--- src/rtl/reg_file_sb.sv ---
// rtl/reg_file_sb.sv - register file with x0 zero, write bypass, pending-write scoreboard, clear sequencer
module reg_file_sb #(
  parameter int XLEN   = 32,
  parameter int NREG   = 32,
  parameter int AW     = $clog2(NREG),
  parameter int BYPASS = 1
) (
  input  logic            clk,
  input  logic            reset,
  output logic            init_done,
  input  logic            WE3,
  input  logic [AW-1:0]   WA3,
  input  logic [XLEN-1:0] WD3,
  input  logic [AW-1:0]   RA1,
  input  logic [AW-1:0]   RA2,
  output logic [XLEN-1:0] RD1,
  output logic [XLEN-1:0] RD2,
  output logic            RDY1,
  output logic            RDY2,
  input  logic            alloc_en,
  input  logic [AW-1:0]   alloc_addr
);

  typedef enum logic {INIT, RUN} state_e;

  state_e          state_q;
  logic [AW-1:0]   idx_q;
  logic            init_done_q;
  logic [NREG-1:0] busy_q;
  logic [NREG-1:0] busy_d;
  logic [XLEN-1:0] rf [NREG];

  logic wr_en;
  logic al_en;

  assign wr_en = (state_q == RUN) && WE3 && (WA3 != '0);
  assign al_en = (state_q == RUN) && alloc_en && (alloc_addr != '0);

  // Alloc is applied after the write clear so a same-address alloc wins.
  always_comb begin
    busy_d = busy_q;
    if (wr_en) busy_d[WA3] = 1'b0;
    if (al_en) busy_d[alloc_addr] = 1'b1;
    busy_d[0] = 1'b0;
  end

  always_ff @(posedge clk or posedge reset) begin
    if (reset) begin
      state_q     <= INIT;
      idx_q       <= '0;
      init_done_q <= 1'b0;
      busy_q      <= '0;
    end else begin
      busy_q <= busy_d;
      case (state_q)
        INIT: begin
          if (idx_q == AW'(NREG - 1)) begin
            state_q     <= RUN;
            init_done_q <= 1'b1;
          end else begin
            idx_q <= idx_q + AW'(1);
          end
        end
        RUN: ;
        default: state_q <= INIT;
      endcase
    end
  end

  // Array has no reset so it can map to distributed RAM; the sequencer clears it.
  always_ff @(posedge clk) begin
    if (state_q == INIT) rf[idx_q] <= '0;
    else if (wr_en)      rf[WA3]   <= WD3;
  end

  function automatic logic fwd(input logic [AW-1:0] ra);
    return (BYPASS != 0) && wr_en && (WA3 == ra);
  endfunction

  function automatic logic [XLEN-1:0] read_data(input logic [AW-1:0] ra);
    if (state_q != RUN || ra == '0) return '0;
    if (fwd(ra)) return WD3;
    return rf[ra];
  endfunction

  function automatic logic read_rdy(input logic [AW-1:0] ra);
    if (state_q != RUN) return 1'b0;
    if (ra == '0) return 1'b1;
    return !busy_q[ra] || fwd(ra);
  endfunction

  assign init_done = init_done_q;
  assign RD1       = read_data(RA1);
  assign RD2       = read_data(RA2);
  assign RDY1      = read_rdy(RA1);
  assign RDY2      = read_rdy(RA2);

endmodule
--- config.mk ---
export PLATFORM = sky130hd
export DESIGN_NAME = reg_file_sb
export DESIGN_NICKNAME = d
export VERILOG_FILES = /design/src/rtl/reg_file_sb.sv
export SDC_FILE = /design/constraint.sdc
export NUM_CORES = 1
export LEC_CHECK = 0
export CAP_MARGIN = 10
export CORE_MARGIN = 2
export CORE_UTILIZATION = 55
export CTS_CLUSTER_DIAMETER = 30
export DETAILED_ROUTE_END_ITERATION = 6
export PLACE_DENSITY = 0.74
export SETUP_SLACK_MARGIN = 0.05
export SYNTH_ARGS = -nofsm -noshare
export SYNTH_HDL_FRONTEND = slang
export SYNTH_SLANG_ARGS = --single-unit
--- constraint.sdc ---
create_clock -name clk -period 3.1 [get_ports clk]
set_input_delay 0.31 -clock clk [delete_from_list [all_inputs] [get_ports clk]]
set_output_delay 0.31 -clock clk [all_outputs]
set_load 0.01 [all_outputs]
==> metrics.md, run 1 <==
| Metric | Value |
|---|---|
| Post-Layout Cell Count | 4552 |
| RD Place Congestion | 0.901 |
| Worst Path Required | 2.79 ns |
| Fin. max-slew vios | 0 |
| Final WS setup | -0.0541 ns |
| Worst path max stage delay | 0.51 ns |
| Via density per instance | 7.45 |
| Via Count | 33900 |
| Final hold vios | 0 |
| CTS clk-pin slew, worst paths | 0.06 ns |
| Fraction of layout cells with a size suffix above 1 | 41.5% |
| Count of final setup violators | 5 |
| Fin Setup TNS | -0.167 ns |
| Main synth FF type | edfxtp_1 |
| GRT overflow | 0 |
| CTS H-tree lvls | 4 |
| First-pass GRT wire length | 241 mm |
| Worst hold path startpoint | alloc_addr[0] |
| Core area | 0.0903 mm2 |
| Arrival time at the worst endpoint | 2.84 ns |
| Worst setup EP type | primary output |
| Worst path cell trace | buf_6 > mux4_2 > a22o_1 > a221oi_2 > and4_1 > nor3_2 > buf_2 |
| Max-cap violations | 0 |
| Input/output buffers | 122 |
| Dpl cells | 4171 |
| P_leak | 23.3 nW |
| Die Width | 306 um |
| Place WS | -0.379 ns |
| CP top delay family | multiplexers |
| Slew HR | 14.1% |
| F_max | 317 MHz |
| Initial antenna violation count | 6 |
| CP max stage cell | mux4_2 |
| Drt pass-1 iters | 7 |
| Critical R2R Launch | state_q |
| Fin crit share | 102% |
| Asr flop ratio synth | 3.58% |
| Peak supply drop | 0.000567 V |
| IO Count | 123 |
| Filler cells | 5178 |
| Vias in the first global route | 34700 |
| Clk_lat worst skew | 0.78 ns |
| Largest net degree at the start of global routing | 56 |
| CP Buf/Inv Count | 2 |
| Total GRT Usage | 35.9% |
| Post-layout util | 70.6% |
| Warnings, synthesis | 0 |
| Gate Count Post-Synth | 2762 |
| Post-Syn Area | 0.0503 mm2 |
| Worst Setup SP | rf[7][24] |
| Setup Crit Path Kind | flop to primary output |
| Clk_skew | 0.0288 ns |
| Slew @ Worst Pin | 1.27 ns |
| Final HPWL DP | 98.3 mm |
| Total CTS buffers | 183 |
| Clk buf depth | 3 |
| Flops & latches, synth | 1062 |
| Hold WC Path Type | input port to flop |
| FP Rows | 110 |
| Violated checks | DRC, setup timing |
| Post-route ant nets | 0 |
| PD cells | 640 mW/mm2 |
| Synth unique cells | 57 |
| Tmin final | 3.15 ns |
| Setup crit start kind | flop |
| RSZ-0062 raised after global routing | yes |
| WL final | 169 mm |
| Area Growth Syn to Fin | 26.8% |
| Sequential area share after synthesis | 63.1% |
| Mapped Nets | 2820 |
| Final nets | 3273 |
| Clock tree sinks | 1062 |
| Starting density of the core | 55.7% |
| Post-synth EDFFs | 1024 |
| Average cell area after synthesis | 18.2 um2 |
| Drt drc | 5 |
| Tot Pwr | 40.8 mW |
| Status | finished with violations |
| Die area | 0.0938 mm2 |
| CP Max Fanout | 2 |
| TritonCTS clock tree | yes |
| Die Y | 306 um |
| Initial DRC Count | 6147 |
| Root Buffer Master | clkbuf_16 |
| WL/cell | 37.0 um |
stage by stage:
stage	hold WS [ns]	area (um2)
floorplan	0.481	50300
global placement	0.473	56300
detailed placement	0.484	56300
CTS	0.433	63600
global route	0.497	63700
finish	0.481	63700
layout make-up:
| cell class | count | area [um2] | share of cell area, % |
|---|---|---|---|
| Clock buffer | 193 | 4640 | 7.28 |
| Timing Repair Buffer | 496 | 5390 | 8.46 |
| Inverter | 10 | 37.5 | 0.0589 |
| Antenna cell | 2 | 5.00 | 0.00785 |
| Clock inverter | 151 | 2030 | 3.18 |
| Tap cell | 1176 | 1470 | 2.31 |
| Sequential cell | 1062 | 31700 | 49.7 |
| Multi-Input combinational cell | 1462 | 18500 | 29.0 |
layout by cell type, fill, tap and decap left out, types with 29 or more instances in the layout:
cell / netlist / final
nor2_1: 85 / 52
a22oi_1: 64 / 62
o21ai_0: 64 / 64
edfxtp_1: 1024 / 1024
mux2i_1: 193 / 188
bufinv_16: 0 / 33
buf_12: 0 / 118
o211ai_1: 32 / 32
clkdlybuf4s50_1: 0 / 50
nand3_1: 35 / 35
a21oi_1: 68 / 59
dfrtp_1: 38 / 38
mux2_2: 34 / 33
nand2_1: 109 / 103
a22o_1: 31 / 29
and2_1: 33 / 32
mux4_2: 457 / 457
clkbuf_16: 0 / 184
buf_4: 7 / 251
nor2_4: 1 / 34
sequential cells by signal, indices dropped and copies added (netlist names):
name,cells
busy_q,31
idx_q,5
init_done,1
rf,1024
state_q,1
tightest hold or removal path, stage by stage:
cell and delay [ns]:
clkdlybuf4s50_1 0.46, nand2_1 0.29, o21ai_0 0.14
per-layer routing:
metal	share of wire, %	GRT usage (%)	vias to the layer above
li1	-	-	12800
met3	13	9.30	658
met2	48	56.8	3158
met4	6.4	21.4	6
met5	0.024	0	-
met1	33	45.1	17300
path summary, 6_finish.rpt:
| path | depth (start not counted) | end | slack [ns] |
|---|---|---|---|
| min in group asynchronous | 4 | busy_q[14] | 0.53 |
| max reg2reg | 10 | rf[9][13] | 0.41 |
| min | 3 | busy_q[17] | 0.48 |
| max | 7 | RD2[24] | -0.05 |
| min reg2reg | 1 | init_done | 0.49 |
| max in group asynchronous | 4 | idx_q[1] | 2.21 |
where the power goes:
part	internal, mW	switching (mW)
Combinational	1.42	1.89
Clock	13.9	7.69
Sequential	15.9	0.0562
Total	31.1	9.63
Yosys cell counts (all sizes together) (5+ instances only):
library cell / n / area [um2]
a22o: 31 / 272
mux2: 34 / 383
nor2: 86 / 330
nand4: 5 / 31.3
mux2i: 193 / 1930
and4: 32 / 280
a22oi: 64 / 480
o22ai: 32 / 200
o21ai: 66 / 330
nand3b: 7 / 52.6
xnor2: 5 / 43.8
nand3: 35 / 175
o211ai: 32 / 240
a32oi: 32 / 280
dfrtp: 38 / 951
edfxtp: 1024 / 30700
nand2b: 5 / 31.3
inv: 10 / 37.5
and2: 33 / 206
xor2: 8 / 70.1
a31oi: 6 / 37.5
a221oi: 31 / 272
a21oi: 68 / 340
clkbuf: 122 / 458
and3: 5 / 31.3
nor3: 39 / 245
buf: 107 / 614
nand2: 109 / 409
mux4: 464 / 10500
logic make-up after synthesis:
kind of cell	Yosys count	share of synthesized area, %
buffers and inverters	239	2.21
xor gates and xnor gates	13	0.226
adders and majority gates	2	0.0498
and+or+nand+nor	372	3.80
muxes	691	25.4
DFF	1062	63.1
AOI/OAI and AO/OA	383	5.22
repair_timing:
action / in CTS / in global routing
hold buffers: 1 / 0
resized for setup: 267 / 43
gates cloned: 2 / 0
endpoints found under the setup margin: 66 / 41
setup buffers: 28 / 6
pin swaps: 70 / 29
hold endpoints to repair: 38 / 0
Power figures use the tool's default switching activity.
==> inputs of run 2 (changes only) <==
--- a/config.mk
+++ b/config.mk
@@ -10,7 +10,7 @@
 export CORE_UTILIZATION = 55
 export CTS_CLUSTER_DIAMETER = 30
 export DETAILED_ROUTE_END_ITERATION = 6
-export PLACE_DENSITY = 0.74
+export PLACE_DENSITY_LB_ADDON = 0.15
 export SETUP_SLACK_MARGIN = 0.05
 export SYNTH_ARGS = -nofsm -noshare
 export SYNTH_HDL_FRONTEND = slang
==> run 2 against run 1 <==
The run now ends clean. Wire length shrank 3.4%. Worst setup slack better by 0.055 ns. Sequential share of layout area is 0.27 points lower. Largest cell class unchanged. Largest power group unchanged. Highest routed layer is now met4.
==> metrics.md, run 2 (synthesis results as in run 1) <==
| Metric | Value |
|---|---|
| Status | complete, no violations |
| GRT overflow | 0 (unchanged) |
| Most frequent cells in the layout | 1024 x edfxtp_1, 458 x mux4_2, 267 x buf_4 |
| Net Switching | 9.44 mW (-2.0%) |
| Core area | 0.0903 mm2 (unchanged) |
| Largest net degree at the start of global routing | 48 (-14%) |
| Area Growth Syn to Fin | 27.5% |
| FP Rows | 110 (unchanged) |
| Clock tree sinks | 1062 (unchanged) |
| Input/output buffers | 122 (unchanged) |
| Clk_lat worst skew | 0.78 ns (about the same) |
| Peak supply drop | 0.000509 V (-10%) |
| Die Y | 306 um (unchanged) |
| RSZ-0062 raised after global routing | yes |
| Worst setup EP type | primary output |
| Post-DP Area | 0.0568 mm2 (+0.96%) |
| Initial DRC Count | 5095 (-17%) |
| Max-cap violations | 0 (unchanged) |
| WL final | 163 mm (-3.4%) |
| Clk buf depth | 3 (unchanged) |
| Die area | 0.0938 mm2 (unchanged) |
| CTS clk-pin slew, worst paths | 0.06 ns (about the same) |
| Vias in the first global route | 33700 (-2.9%) |
| Via density per instance | 7.18 (-3.5%) |
| Combinational Power Share | 8.2% (about the same) |
| Die Width | 306 um (unchanged) |
| Arrival time at the worst endpoint | 2.79 ns (-0.05 ns) |
| Most flop-heavy register | rf |
| Slew @ Worst Pin | 0.968 ns (-0.303 ns) |
| P_leak | 23.6 nW (+1.1%) |
| Post-route ant nets | 0 (unchanged) |
| R2r setup slk | 0.44 ns (+0.03 ns) |
| Post-route cell area | 0.0641 mm2 (+0.56%) |
| Final HPWL DP | 102 mm (+3.6%) |
| Final nets | 3310 (+1.1%) |
| Critical R2R Launch | state_q |
| Drt pass-1 iters | 6 (-1) |
| Fin. max-slew vios | 0 (unchanged) |
| Count of final setup violators | 0 (-5) |
| TritonCTS clock tree | yes |
| Worst Path Required | 2.79 ns (about the same) |
| First-pass GRT wire length | 235 mm (-2.6%) |
| Via Count | 33000 (-2.5%) |
| Clk_skew | 0.0375 ns (+0.00877 ns) |
| RD Place Congestion | 0.879 (-2.4%) |
| Drt drc | 0 (-5) |
| Final hold vios | 0 (unchanged) |
| Root Buffer Master | clkbuf_16 |
| Largest registers | rf: 1024 flops, busy_q: 31 flops, idx_q: 5 flops |
| Largest register FFs | 1024 (unchanged) |
| Sw Share | 23.1% (-0.48 points) |
| Setup Crit Path Kind | flop to primary output |
| Slew HR | 35.2% (+21 points) |
| Tot Pwr | 40.8 mW (about the same) |
| Internal Power | 31.4 mW (+0.72%) |
| Sequential share of power | 39.0% (about the same) |
| Setup crit start kind | flop |
| IO Count | 123 (unchanged) |
| F_max | 323 MHz (+1.8%) |
| Hold WC Path Type | input port to flop |
| Clk pwr share | 52.8% (about the same) |
| PD cells | 637 mW/mm2 (-0.47%) |
| Worst Setup SP | rf[7][26] |
| Tmin final | 3.10 ns (-0.0550 ns) |
| Initial antenna violation count | 3 (-3) |
| Most common cell after layout, fill and taps aside | edfxtp_1 |
| CTS H-tree lvls | 4 (unchanged) |
| CP Max Fanout | 2 (unchanged) |
| WL/cell | 35.4 um (-4.4%) |
| Fin Setup TNS | 0 ns (+0.167 ns) |
| Worst hold path startpoint | WA3[4] |
| Fin crit share | 100% (-1.8 points) |
| Starting density of the core | 55.7% (unchanged) |
| Fraction of layout cells with a size suffix above 1 | 41.8% (+0.32 points) |
| Total GRT Usage | 35.2% (-0.75 points) |
| Total CTS buffers | 191 (+4.4%) |
-- run 2: changes by cell type in the layout (fill, tap and decap cells not counted), moves of 6 or more --
cell / change
buf_12: +14
buf_4: +16
clkbuf_1: +16
clkbuf_16: +9
clkbuf_2: +6
clkinv_2: +6
clkinvlp_4: -10
-- run 2: area by class of cell --
class                      count  area (um2)
sequential                  1062       31700
timing repair buffer         526        5760
clock inverter               138        1740
antenna                        3        7.51
inverter                      10        37.5
tap                         1176        1470
clock buffer                 223        4990
fill                        5384       26200
multi-input combinational   1461       18400
-- run 2: stage by stage --
step                setup WS, ns  hold slack (ns)  utilization, %  std cells
global placement          -0.504            0.477            62.9       4218
detailed placement        -0.542            0.496            62.9       4218
global route             -0.0634            0.347            71.0       4596
floorplan                -0.0670            0.481               -       2762
CTS                       -0.213            0.431            70.9       4594
finish                  0.000829            0.327            71.0       4599
-- run 2: worst paths after layout --
kind,endpoint,cells past startpoint
setup / recovery,RD2[26],7
min in group asynchronous,busy_q[9],4
setup reg to reg,rf[17][15],8
hold reg to reg,init_done,1
max in group asynchronous,state_q,4
hold / removal,busy_q[25],5
-- run 2: timing repair --
action                                  in CTS  in global routing
buffers inserted                            17                  6
hold buffers                                 1                  0
endpoints found under the setup margin      65                 51
pin swaps                                   59                 37
hold endpoints to repair                    38                  0
gates resized for setup                    252                 63
-- run 2: power groups by stage --
stage / Sequential, mW / Clock [mW] / Combinational [mW]
after detailed placement: 16.2 / 0 / 3.26
after floorplan: 16.2 / 0 / 1.71
after global routing: 15.9 / 22.4 / 3.46
after global placement: 16.2 / 0 / 3.21
after CTS: 15.9 / 21.7 / 3.28
final: 15.9 / 21.5 / 3.33
-- run 2: critical path, cell delays in order, from the launching register on --
cell and delay (ns):
edfxtp_1 0.41, mux4_2 0.55, a22o_1 0.25, a221oi_2 0.20, buf_4 0.16, and4_4 0.25, nor3_4 0.06, buf_2 0.17
-- run 2: per-layer routing --
metal	vias up	share of wire, %	track usage, %
met5	-	0	0
met4	0	5.6	18.6
li1	12900	-	-
met2	2561	47	53.8
met3	503	12	7.80
met1	17100	36	47.8
